### config.mk
export PLATFORM = sky130hd
export DESIGN_NAME = seg_page_sched
export DESIGN_NICKNAME = d
export VERILOG_FILES = /design/src/rtl/seg_pkg.sv /design/src/rtl/seg_ms_tick.sv /design/src/rtl/seg_page_sched.sv
export SDC_FILE = /design/constraint.sdc
export NUM_CORES = 1
export LEC_CHECK = 0
export CAP_MARGIN = 20
export CORE_MARGIN = 10
export CORE_UTILIZATION = 30
export DETAILED_ROUTE_END_ITERATION = 10
export SETUP_SLACK_MARGIN = 0.1
export SLEW_MARGIN = 10
export SYNTH_ARGS = -nofsm -noshare
export SYNTH_HDL_FRONTEND = slang
export SYNTH_SLANG_ARGS = --single-unit
### constraint.sdc
create_clock -name i_clk -period 3.9 [get_ports i_clk]
set_input_delay 0.39 -clock i_clk [delete_from_list [all_inputs] [get_ports i_clk]]
set_output_delay 0.39 -clock i_clk [all_outputs]
set_load 0.005 [all_outputs]
### src/rtl/seg_pkg.sv
// seg_pkg: shared types and helpers for the segment-display page scheduler.
// Latency: n/a (declarations and pure functions only).
// Backpressure: n/a.
package seg_pkg;

   localparam int NUM_SRC = 4;
   localparam int PAGE_W  = 32;
   localparam int SRC_W   = $clog2(NUM_SRC);

   typedef logic [SRC_W-1:0]   src_idx_t;
   typedef logic [NUM_SRC-1:0] src_vec_t;
   typedef logic [PAGE_W-1:0]  page_t;

   typedef enum logic [1:0] {
      ST_IDLE = 2'd0,
      ST_LOAD = 2'd1,
      ST_HOLD = 2'd2
   } sched_state_t;

   // First requesting source strictly after ptr, wrapping; ptr itself is
   // checked last. Scanning from the far end lets the nearest hit win.
   // Returns ptr when nothing requests (callers gate on |req).
   function automatic src_idx_t rr_pick(input src_idx_t ptr, input src_vec_t req);
      src_idx_t idx;
      rr_pick = ptr;
      for (int i = NUM_SRC; i >= 1; i--) begin
         idx = src_idx_t'((int'(ptr) + i) % NUM_SRC);
         if (req[idx]) begin
            rr_pick = idx;
         end
      end
   endfunction

   function automatic src_vec_t onehot(input src_idx_t idx);
      onehot      = '0;
      onehot[idx] = 1'b1;
   endfunction

endpackage

### src/rtl/seg_ms_tick.sv
// seg_ms_tick: millisecond prescaler producing a one-cycle tick every DIV clocks.
// Latency: first tick DIV cycles after the edge that samples i_clr (or reset).
// Backpressure: none; free-running, i_clr restarts the period.
// Ports: i_clk clock; i_rst sync active-high reset; i_clr restart period;
//        o_tick one-cycle pulse (decode of the counter register).
module seg_ms_tick #(
   parameter int DIV = 50_000
) (
   input  logic i_clk,
   input  logic i_rst,
   input  logic i_clr,
   output logic o_tick
);

   localparam int            CW   = $clog2(DIV);
   localparam logic [CW-1:0] LAST = CW'(DIV - 1);

   logic [CW-1:0] cnt_q;

   always_ff @(posedge i_clk) begin
      if (i_rst || i_clr) begin
         cnt_q <= '0;
      end else if (cnt_q == LAST) begin
         cnt_q <= '0;
      end else begin
         cnt_q <= cnt_q + 1'b1;
      end
   end

   assign o_tick = (cnt_q == LAST);

endmodule

### src/rtl/seg_page_sched.sv
// seg_page_sched: round-robin time-multiplexer of four 32-bit hex pages onto seg_disp.
// Latency: request sampled in IDLE -> LOAD on that edge -> grant/page/valid_go registered next edge.
// Backpressure: none; requests are levels, a dropped request aborts the dwell without o_done.
// Ports: i_clk/i_rst clock and sync reset; i_req/i_data/i_blink per-source request, page, blink;
//        o_grant one-hot owner; o_done dwell-complete pulse; o_disp_* drive seg_disp.
module seg_page_sched
   import seg_pkg::*;
#(
   parameter int CLK_FREQ = 50_000_000,
   parameter int HOLD_MS  = 1000,
   parameter int BLINK_MS = 250
) (
   input  logic                  i_clk,
   input  logic                  i_rst,
   input  logic [NUM_SRC-1:0]    i_req,
   input  logic [NUM_SRC*PAGE_W-1:0] i_data,
   input  logic [NUM_SRC-1:0]    i_blink,
   output logic [NUM_SRC-1:0]    o_grant,
   output logic [NUM_SRC-1:0]    o_done,
   output logic                  o_disp_en,
   output logic [PAGE_W-1:0]     o_disp_data,
   output logic                  o_disp_data_valid_go
);

   localparam int                  HOLD_CW    = $clog2(HOLD_MS + 1);
   localparam int                  BLINK_CW   = $clog2(BLINK_MS + 1);
   localparam logic [HOLD_CW-1:0]  HOLD_LAST  = HOLD_CW'(HOLD_MS);
   localparam logic [BLINK_CW-1:0] BLINK_LAST = BLINK_CW'(BLINK_MS);

   sched_state_t         state_q, state_d;
   src_idx_t             g_q, g_d;
   src_idx_t             rr_q, rr_d;
   logic [HOLD_CW-1:0]   hold_cnt_q, hold_cnt_d, hold_inc;
   logic [BLINK_CW-1:0]  blink_cnt_q, blink_cnt_d, blink_inc;
   src_vec_t             grant_q, grant_d;
   src_vec_t             done_q, done_d;
   logic                 en_q, en_d;
   page_t                data_q, data_d;
   logic                 vgo_q, vgo_d;

   page_t                page [NUM_SRC];
   page_t                cur_page;
   logic                 ms_tick;
   logic                 ms_clr;

   for (genvar s = 0; s < NUM_SRC; s++) begin : g_page
      assign page[s] = i_data[s*PAGE_W +: PAGE_W];
   end

   assign cur_page  = page[g_q];
   assign hold_inc  = hold_cnt_q + 1'b1;
   assign blink_inc = blink_cnt_q + 1'b1;

   // Restarting the prescaler in LOAD aligns every dwell to whole ms
   // measured from the moment the page went on screen.
   assign ms_clr = (state_q == ST_LOAD);

   seg_ms_tick #(
      .DIV (CLK_FREQ / 1000)
   ) u_ms_tick (
      .i_clk  (i_clk),
      .i_rst  (i_rst),
      .i_clr  (ms_clr),
      .o_tick (ms_tick)
   );

   always_comb begin
      state_d     = state_q;
      g_d         = g_q;
      rr_d        = rr_q;
      hold_cnt_d  = hold_cnt_q;
      blink_cnt_d = blink_cnt_q;
      grant_d     = grant_q;
      done_d      = '0;
      en_d        = en_q;
      data_d      = data_q;
      vgo_d       = 1'b0;

      case (state_q)
         ST_IDLE: begin
            grant_d = '0;
            en_d    = 1'b0;
            if (|i_req) begin
               g_d     = rr_pick(rr_q, i_req);
               state_d = ST_LOAD;
            end
         end

         ST_LOAD: begin
            data_d      = cur_page;
            grant_d     = onehot(g_q);
            vgo_d       = 1'b1;
            en_d        = 1'b1;
            hold_cnt_d  = '0;
            blink_cnt_d = '0;
            rr_d        = g_q;
            state_d     = ST_HOLD;
         end

         ST_HOLD: begin
            if (!i_req[g_q]) begin
               // Abort outranks expiry on the same edge: no o_done.
               state_d = ST_IDLE;
               grant_d = '0;
               en_d    = 1'b0;
            end else begin
               // Live page edits are picked up once per ms, only when changed,
               // so seg_disp sees at most one refresh per ms.
               if (ms_tick && (cur_page != data_q)) begin
                  data_d = cur_page;
                  vgo_d  = 1'b1;
               end

               if (i_blink[g_q]) begin
                  if (ms_tick) begin
                     if (blink_inc == BLINK_LAST) begin
                        en_d        = ~en_q;
                        blink_cnt_d = '0;
                     end else begin
                        blink_cnt_d = blink_inc;
                     end
                  end
               end else begin
                  // Restart the blink phase so re-enabling begins a full "on" half-period.
                  en_d        = 1'b1;
                  blink_cnt_d = '0;
               end

               if (ms_tick) begin
                  hold_cnt_d = hold_inc;
                  if (hold_inc == HOLD_LAST) begin
                     done_d = onehot(g_q);
                     // rr_q == g_q here, so any other requester wins ahead of g;
                     // g still requests (no abort), so a winner always exists.
                     g_d     = rr_pick(rr_q, i_req);
                     state_d = ST_LOAD;
                  end
               end
            end
         end

         default: begin
            state_d = ST_IDLE;
         end
      endcase
   end

   always_ff @(posedge i_clk) begin
      if (i_rst) begin
         state_q     <= ST_IDLE;
         g_q         <= '0;
         rr_q        <= src_idx_t'(NUM_SRC - 1);
         hold_cnt_q  <= '0;
         blink_cnt_q <= '0;
         grant_q     <= '0;
         done_q      <= '0;
         en_q        <= 1'b0;
         data_q      <= '0;
         vgo_q       <= 1'b0;
      end else begin
         state_q     <= state_d;
         g_q         <= g_d;
         rr_q        <= rr_d;
         hold_cnt_q  <= hold_cnt_d;
         blink_cnt_q <= blink_cnt_d;
         grant_q     <= grant_d;
         done_q      <= done_d;
         en_q        <= en_d;
         data_q      <= data_d;
         vgo_q       <= vgo_d;
      end
   end

   assign o_grant              = grant_q;
   assign o_done               = done_q;
   assign o_disp_en            = en_q;
   assign o_disp_data          = data_q;
   assign o_disp_data_valid_go = vgo_q;

endmodule

Word level (Yosys, flattened, before mapping)
Cells that the tools add are included.
Cells by class
  add/subtract/negate cells: 7
  order comparisons: 7
  equal/unequal tests: 17
  multiplexer cells: 52
  bitwise gates (word level): 6
  reductions and logical operators: 17
Operators by type and width (number)
  two-way mux 32 bit: 4
  binary-select mux 32 bit (select 2 bit): 1
  one-hot mux 32 bit (2 select lines): 1
  two-way mux 8 bit: 4
  != test 32 bit: 1
  two-way mux 2 bit: 12
  two-way mux 10 bit: 2
  one-hot mux 10 bit (2 select lines): 1
  adder 16 x 1 -> 16 bit, second input constant: 1
  == test 16 bit, second input constant: 1
  one-hot mux 8 bit (2 select lines): 1
  < comparator 2 x 3 -> 1 bit, second input constant: 5
  AND reduction 3 bit: 5
  two-way mux 1 bit: 13
  binary-select mux 1 bit (select 2 bit): 6
  != test 2 bit, second input constant: 6
  one-hot mux 4 bit (3 select lines): 1
  adder 10 x 1 -> 10 bit, second input constant: 1
  == test 10 bit, second input constant: 1
  != test 3 bit, second input constant: 3
  adder 8 x 1 -> 8 bit, second input constant: 1
  == test 8 bit, second input constant: 1
  != test 4 bit, second input constant: 2
  one-hot mux 2 bit (3 select lines): 1
  other kinds (23): 31
Storage, ports and cells
  flip-flop bits (word level): 82
  output and inout bits: 42
  word-level logic and storage cells: 117

Depth between registers and ports, before layout
  depth after elaboration: 11
  depth in mapped cells: 10
  gate-level depth less buffers: 7

Hierarchy
Synthesis repeated with hierarchy kept, for this count alone.
Second synthesis, totals
  cells, all modules: 545
  area total of the unflattened synthesis: 5079.9 um^2
By module, submodules not included
  seg_page_sched: instances 1, cells an instance 465, area an instance 4359.2 um^2, seq. area each 1321.3 um^2
  seg_ms_tick: instances 1, cells an instance 80, area an instance 720.7 um^2, seq. area each 320.3 um^2

Worst setup path before layout
Ideal clock, no wire load.
  path type: register -> register
  from: register g_q[1]
  to: register data_q[0] (netlist: o_disp_data[0])
  setup time: 0.127 ns
  arrival time: 2.529 ns
  slack: 1.244 ns
  cell stages (with the launch flop): 11
  buffers on the path: 4
  clock period less this slack: 2.656 ns
  cells stage by stage: dfxtp_1 clkbuf_1 clkbuf_1 mux4_2 xnor2_1 nand4_1 or4_1 clkbuf_1 buf_2 o2111ai_1 nand3_1
Between the ends
  cells in the longest elaborated chain, start to end: 8
  elaborated cells between the ends (all ways): 14
  those cells by class: 3 x eq/ne; 8 x mux; 1 x bitwise; 2 x reduce/logical
RTL lines
  start, declared: line seg_page_sched.sv:31  | src_idx_t g_q, g_d;
  start signal, assigned: line seg_page_sched.sv:162  | g_q <= g_d;
  NOT 2 -> 3 bit (not written as such): line seg_page_sched.sv:50  | assign cur_page = page[g_q];
  binary-select mux 32 bit (select 2 bit): line seg_page_sched.sv:50
  two-way mux 32 bit (not written as such) (2 in series): line seg_page_sched.sv:50
  != test 32 bit: line seg_page_sched.sv:109  | if (ms_tick && (cur_page != data_q)) begin
  logical AND 1 bit: line seg_page_sched.sv:109
  != test 2 bit (no line)
  AND reduction 3 bit (no line)
  end signal, assigned: line seg_page_sched.sv:169  | data_q <= data_d;
  end, declared: line seg_page_sched.sv:38  | page_t data_q, data_d;
Parallel ways exist; a longest one is shown, timed or not. The select of a mux whose other input is x is not followed.
A chain may end at the register's enable or synchronous reset.

Final worst setup path
  from: register g_q[0]
  to: register data_q[28] (netlist: o_disp_data[28])
Same word-level chain as after synthesis.

==> summary.md <==
| Metric | Value |
|---|---|
| Switch share | 0.347 |
| Comb pwr share | 0.444 |
| TritonCTS Buffers | 9 |
| Worst min path class | reg2reg |
| Clk pwr share | 0.260 |
| Avg Synthesized Cell Area | 8.81 µm² |
| Sequential share of power | 0.296 |
| Area Overhead vs Synth | 42.7% |
| Top delay family on crit path | simple AND/OR/NAND/NOR gates |
| Chip height | 156 µm |
| Mapped Area | between 5000 and 6000 µm² |
| Top_reg_cell synth | dfxtp_1 |
| Initial Util | 0.306 |
| R2R setup slack | 0.75 ns |
| Wirelength per Cell | 18.7 µm |
| Vias/cell | 5.51 |
| Synth area leaders | dfxtp_1 (30%), mux4_2 (14%), nand3_1 (7.0%) |
| Net switching power | 0.00130 W |
| Final TNS setup | 0 ns |
| DRC violations left | 0 |
| Fraction of layout instances using a drive strength above 1 | 0.0994 |
| Antenna viol nets, final | 0 |
| Clock Skews | 0.0119 ns |
| Yosys top cell area share | 0.296 |
| CORE AREA | 18100 µm² |
| Post-synth EDFFs | 0 |
| Stages on worst setup path | 8 |
| Worst vdd ir | ~230 µV |
| CP bufs+invs | 2 |
| Relative slew margins | 0.501 |
| Clock latency on the worst-skew pair | 0.35 ns |
| Grt ovf | 0 |
| PD cells | 472 nW/µm² |
| Critical setup path kind | reg2reg |
| Max-cap violations | 0 |
| WHS | approximately 0.44 ns |
| WP data required | around 4.1 ns |
| Synth warnings | 0 |
| Final hold vios | 0 |
| ANT cells | 0 |
| CP Max Fanout | 31 |
| Crit path time final | 3.15 ns |
| Initial antenna violation count | 0 |
| Final worst path period share | 0.808 |
| Root buffer cell | clkbuf_16 |
| Non-filler cells, final | 1014 |
| Syn Nets | about 780 |
| Status | finished clean |
| Die Wd | around 160 µm |
| Nets | 927 |
| Setup violations, final | 0 |
| Cells after DPL | 998 |
| CP max stage delay | 0.61 ns |
| Final slew viol count | 0 |
| Cells after synthesis | 629 |
| Row cnt | 49 |
| Post-synthesis async set-or-reset flop share | 0 |
| DPL Wire Length | 14100 µm |
| Global-route wire length before repair | 30000 µm |
| P_leak | ~2.8 nW |
| Leading area contributor after synthesis | dfxtp_1 |
| Max Fclk | between 300 and 400 MHz |
| Post-cts repair resize count | 0 |
| Ports | 180 |
| Drt total wl | ~19000 µm |
| R2R depth | 8 |
| Critical path startpoint category | flip-flop |
| Hold depth | 1 |
| Hold-fix buffers, CTS | 0 |
| Int Power | around 0.0024 W |
| Vias in the first global route | 5442 |
| Worst-Margin Slew | 0.749 ns |
| Clock sinks | 82 |
| TritonCTS clock tree | done |
| Post-CTS Setup Inserts | 0 |
| Worst-path clk slew | 0.07 ns |
| #FFs+latches synth | 82 |
| Final instance area | 7910 µm² |
| Pre-antenna DRT Iters | 5 |
| Worst-path cell chain | buf_12 -> mux4_2 -> xnor2_1 -> nand4_1 -> or4_1 -> buf_4 -> o2111ai_1 -> nand3_1 |
| Total die area | 24300 µm² |
| Routed via count | 5587 |
| IO Port Bufs | 179 |
| GRT Overall Usage | 0.152 |
| Sequential share of the synthesized area | 0.296 |
| Largest net degree at the start of global routing | 75 |
| Global placement routability congestion | 0.801 |
| RSZ-0062 raised after global routing | false |
| Htree depth | 3 |
| Slowest-stage cell, CP | mux4_2 |
| DRT iter0 DRCs | 375 |
| Arrival @ worst endpoint | 3.38 ns |
| Synth unique cells | 50 |
| Pre-CTS setup slack | ~0.69 ns |
| Clk buf depth | 2 |
| Critical path capture point type | flip-flop |
| Final WS setup | ~0.75 ns |
| DP Area | 7570 µm² |
==> cells by family after synthesis <==
kind of cell	count (synthesis)	synth area share
compound gates	138	0.178
xor+xnor	45	0.0711
fa+ha+maj	9	0.0203
buf+inv	70	0.0508
flops	82	0.296
mux	41	0.151
simple gates	244	0.233
==> registers in the layout (all words and copies together) (netlist names) <==
| signal | flops |
|---|---|
| o_disp_data_valid_go | 1 |
| u_ms_tick.cnt_q | 16 |
| o_done | 4 |
| o_grant | 4 |
| hold_cnt_q | 10 |
| o_disp_data | 32 |
| o_disp_en | 1 |
| rr_q | 2 |
| blink_cnt_q | 8 |
| g_q | 2 |
| state_q | 2 |
==> per-stage QoR <==
step	util	total power (W)
floorplan	-	0.00211
global placement	0.419	0.00279
detailed placement	0.419	0.00279
CTS	0.437	0.00377
global route	0.437	0.00396
finish	0.437	0.00373
==> worst register-to-register path: stages (launching register included) <==
cell and delay, ns:
dfxtp_2 0.35, buf_12 0.25, mux4_2 0.64, xnor2_1 0.41, nand4_1 0.24, or4_1 0.58
buf_4 0.24, o2111ai_1 0.23, nand3_1 0.09
==> layout by cell type, fill, tap and decap left out, types with 5 or more instances in the layout <==
master           instances
mux2i_1                  7
clkbuf_16                9
nand2_1                 31
nor3_1                   7
dfxtp_1                 80
nand4_1                 15
a311oi_1                 5
and3_1                  39
o2111ai_1               32
buf_4                   17
nor2_1                  36
xor2_1                   7
a21oi_1                 24
o21ai_0                 18
mux4_2                  34
nand3_1                 77
or3_1                    9
inv_1                   11
ha_1                     9
xnor2_1                 38
a22oi_1                 34
clkdlybuf4s50_1        179
==> cell usage after synthesis (5+ instances only) <==
cell type  number
and3_1         39
nor3_1          7
inv_1          12
mux4_2         34
nand4_1        15
xor2_1          7
ha_1            9
dfxtp_1        82
o21ai_0        18
o2111ai_1      32
nor2_1         37
xnor2_1        38
buf_2          15
clkbuf_1       41
nand2_1        31
a311oi_1        5
a21oi_1        24
a22oi_1        34
mux2i_1         7
nor4_1          5
nand3_1        77
or3_1           9
==> power by group through the flow <==
stage          combinational, W  clock, W  sequential [W]
2_1_floorplan           0.00103         0         0.00108
3_3_place_gp            0.00167         0         0.00112
3_5_place_dp            0.00167         0         0.00112
4_1_cts                 0.00168  0.000987         0.00111
5_1_grt                 0.00180   0.00103         0.00112
6_report                0.00166  0.000970         0.00111
==> worst paths after layout <==
kind,start,to
setup / recovery,g_q[0],o_disp_data[28]
hold / removal,u_ms_tick.cnt_q[0],u_ms_tick.cnt_q[0]
setup reg to reg,g_q[0],o_disp_data[28]
hold reg to reg,u_ms_tick.cnt_q[0],u_ms_tick.cnt_q[0]
==> routing by layer <==
metal,vias up,wire length (µm),share of wire,global-route usage
met3,17,1350,0.071,0.0408
met1,2637,8080,0.43,0.191
met2,184,9200,0.49,0.254
met5,-,0,0,0
met4,0,302,0.016,0.0391
li1,2749,-,-,-
==> area by class of cell <==
| type | instances | area (µm²) |
|---|---|---|
| repair buffers | 198 | 1960 |
| fillers | 1766 | 10200 |
| clock buffers | 10 | 239 |
| multi-input cells | 477 | 3630 |
| clock inverters | 6 | 97.6 |
| flip-flops and latches | 82 | 1640 |
| well taps | 229 | 287 |
| inverters | 12 | 45.0 |
Power figures use the tool's default switching activity.
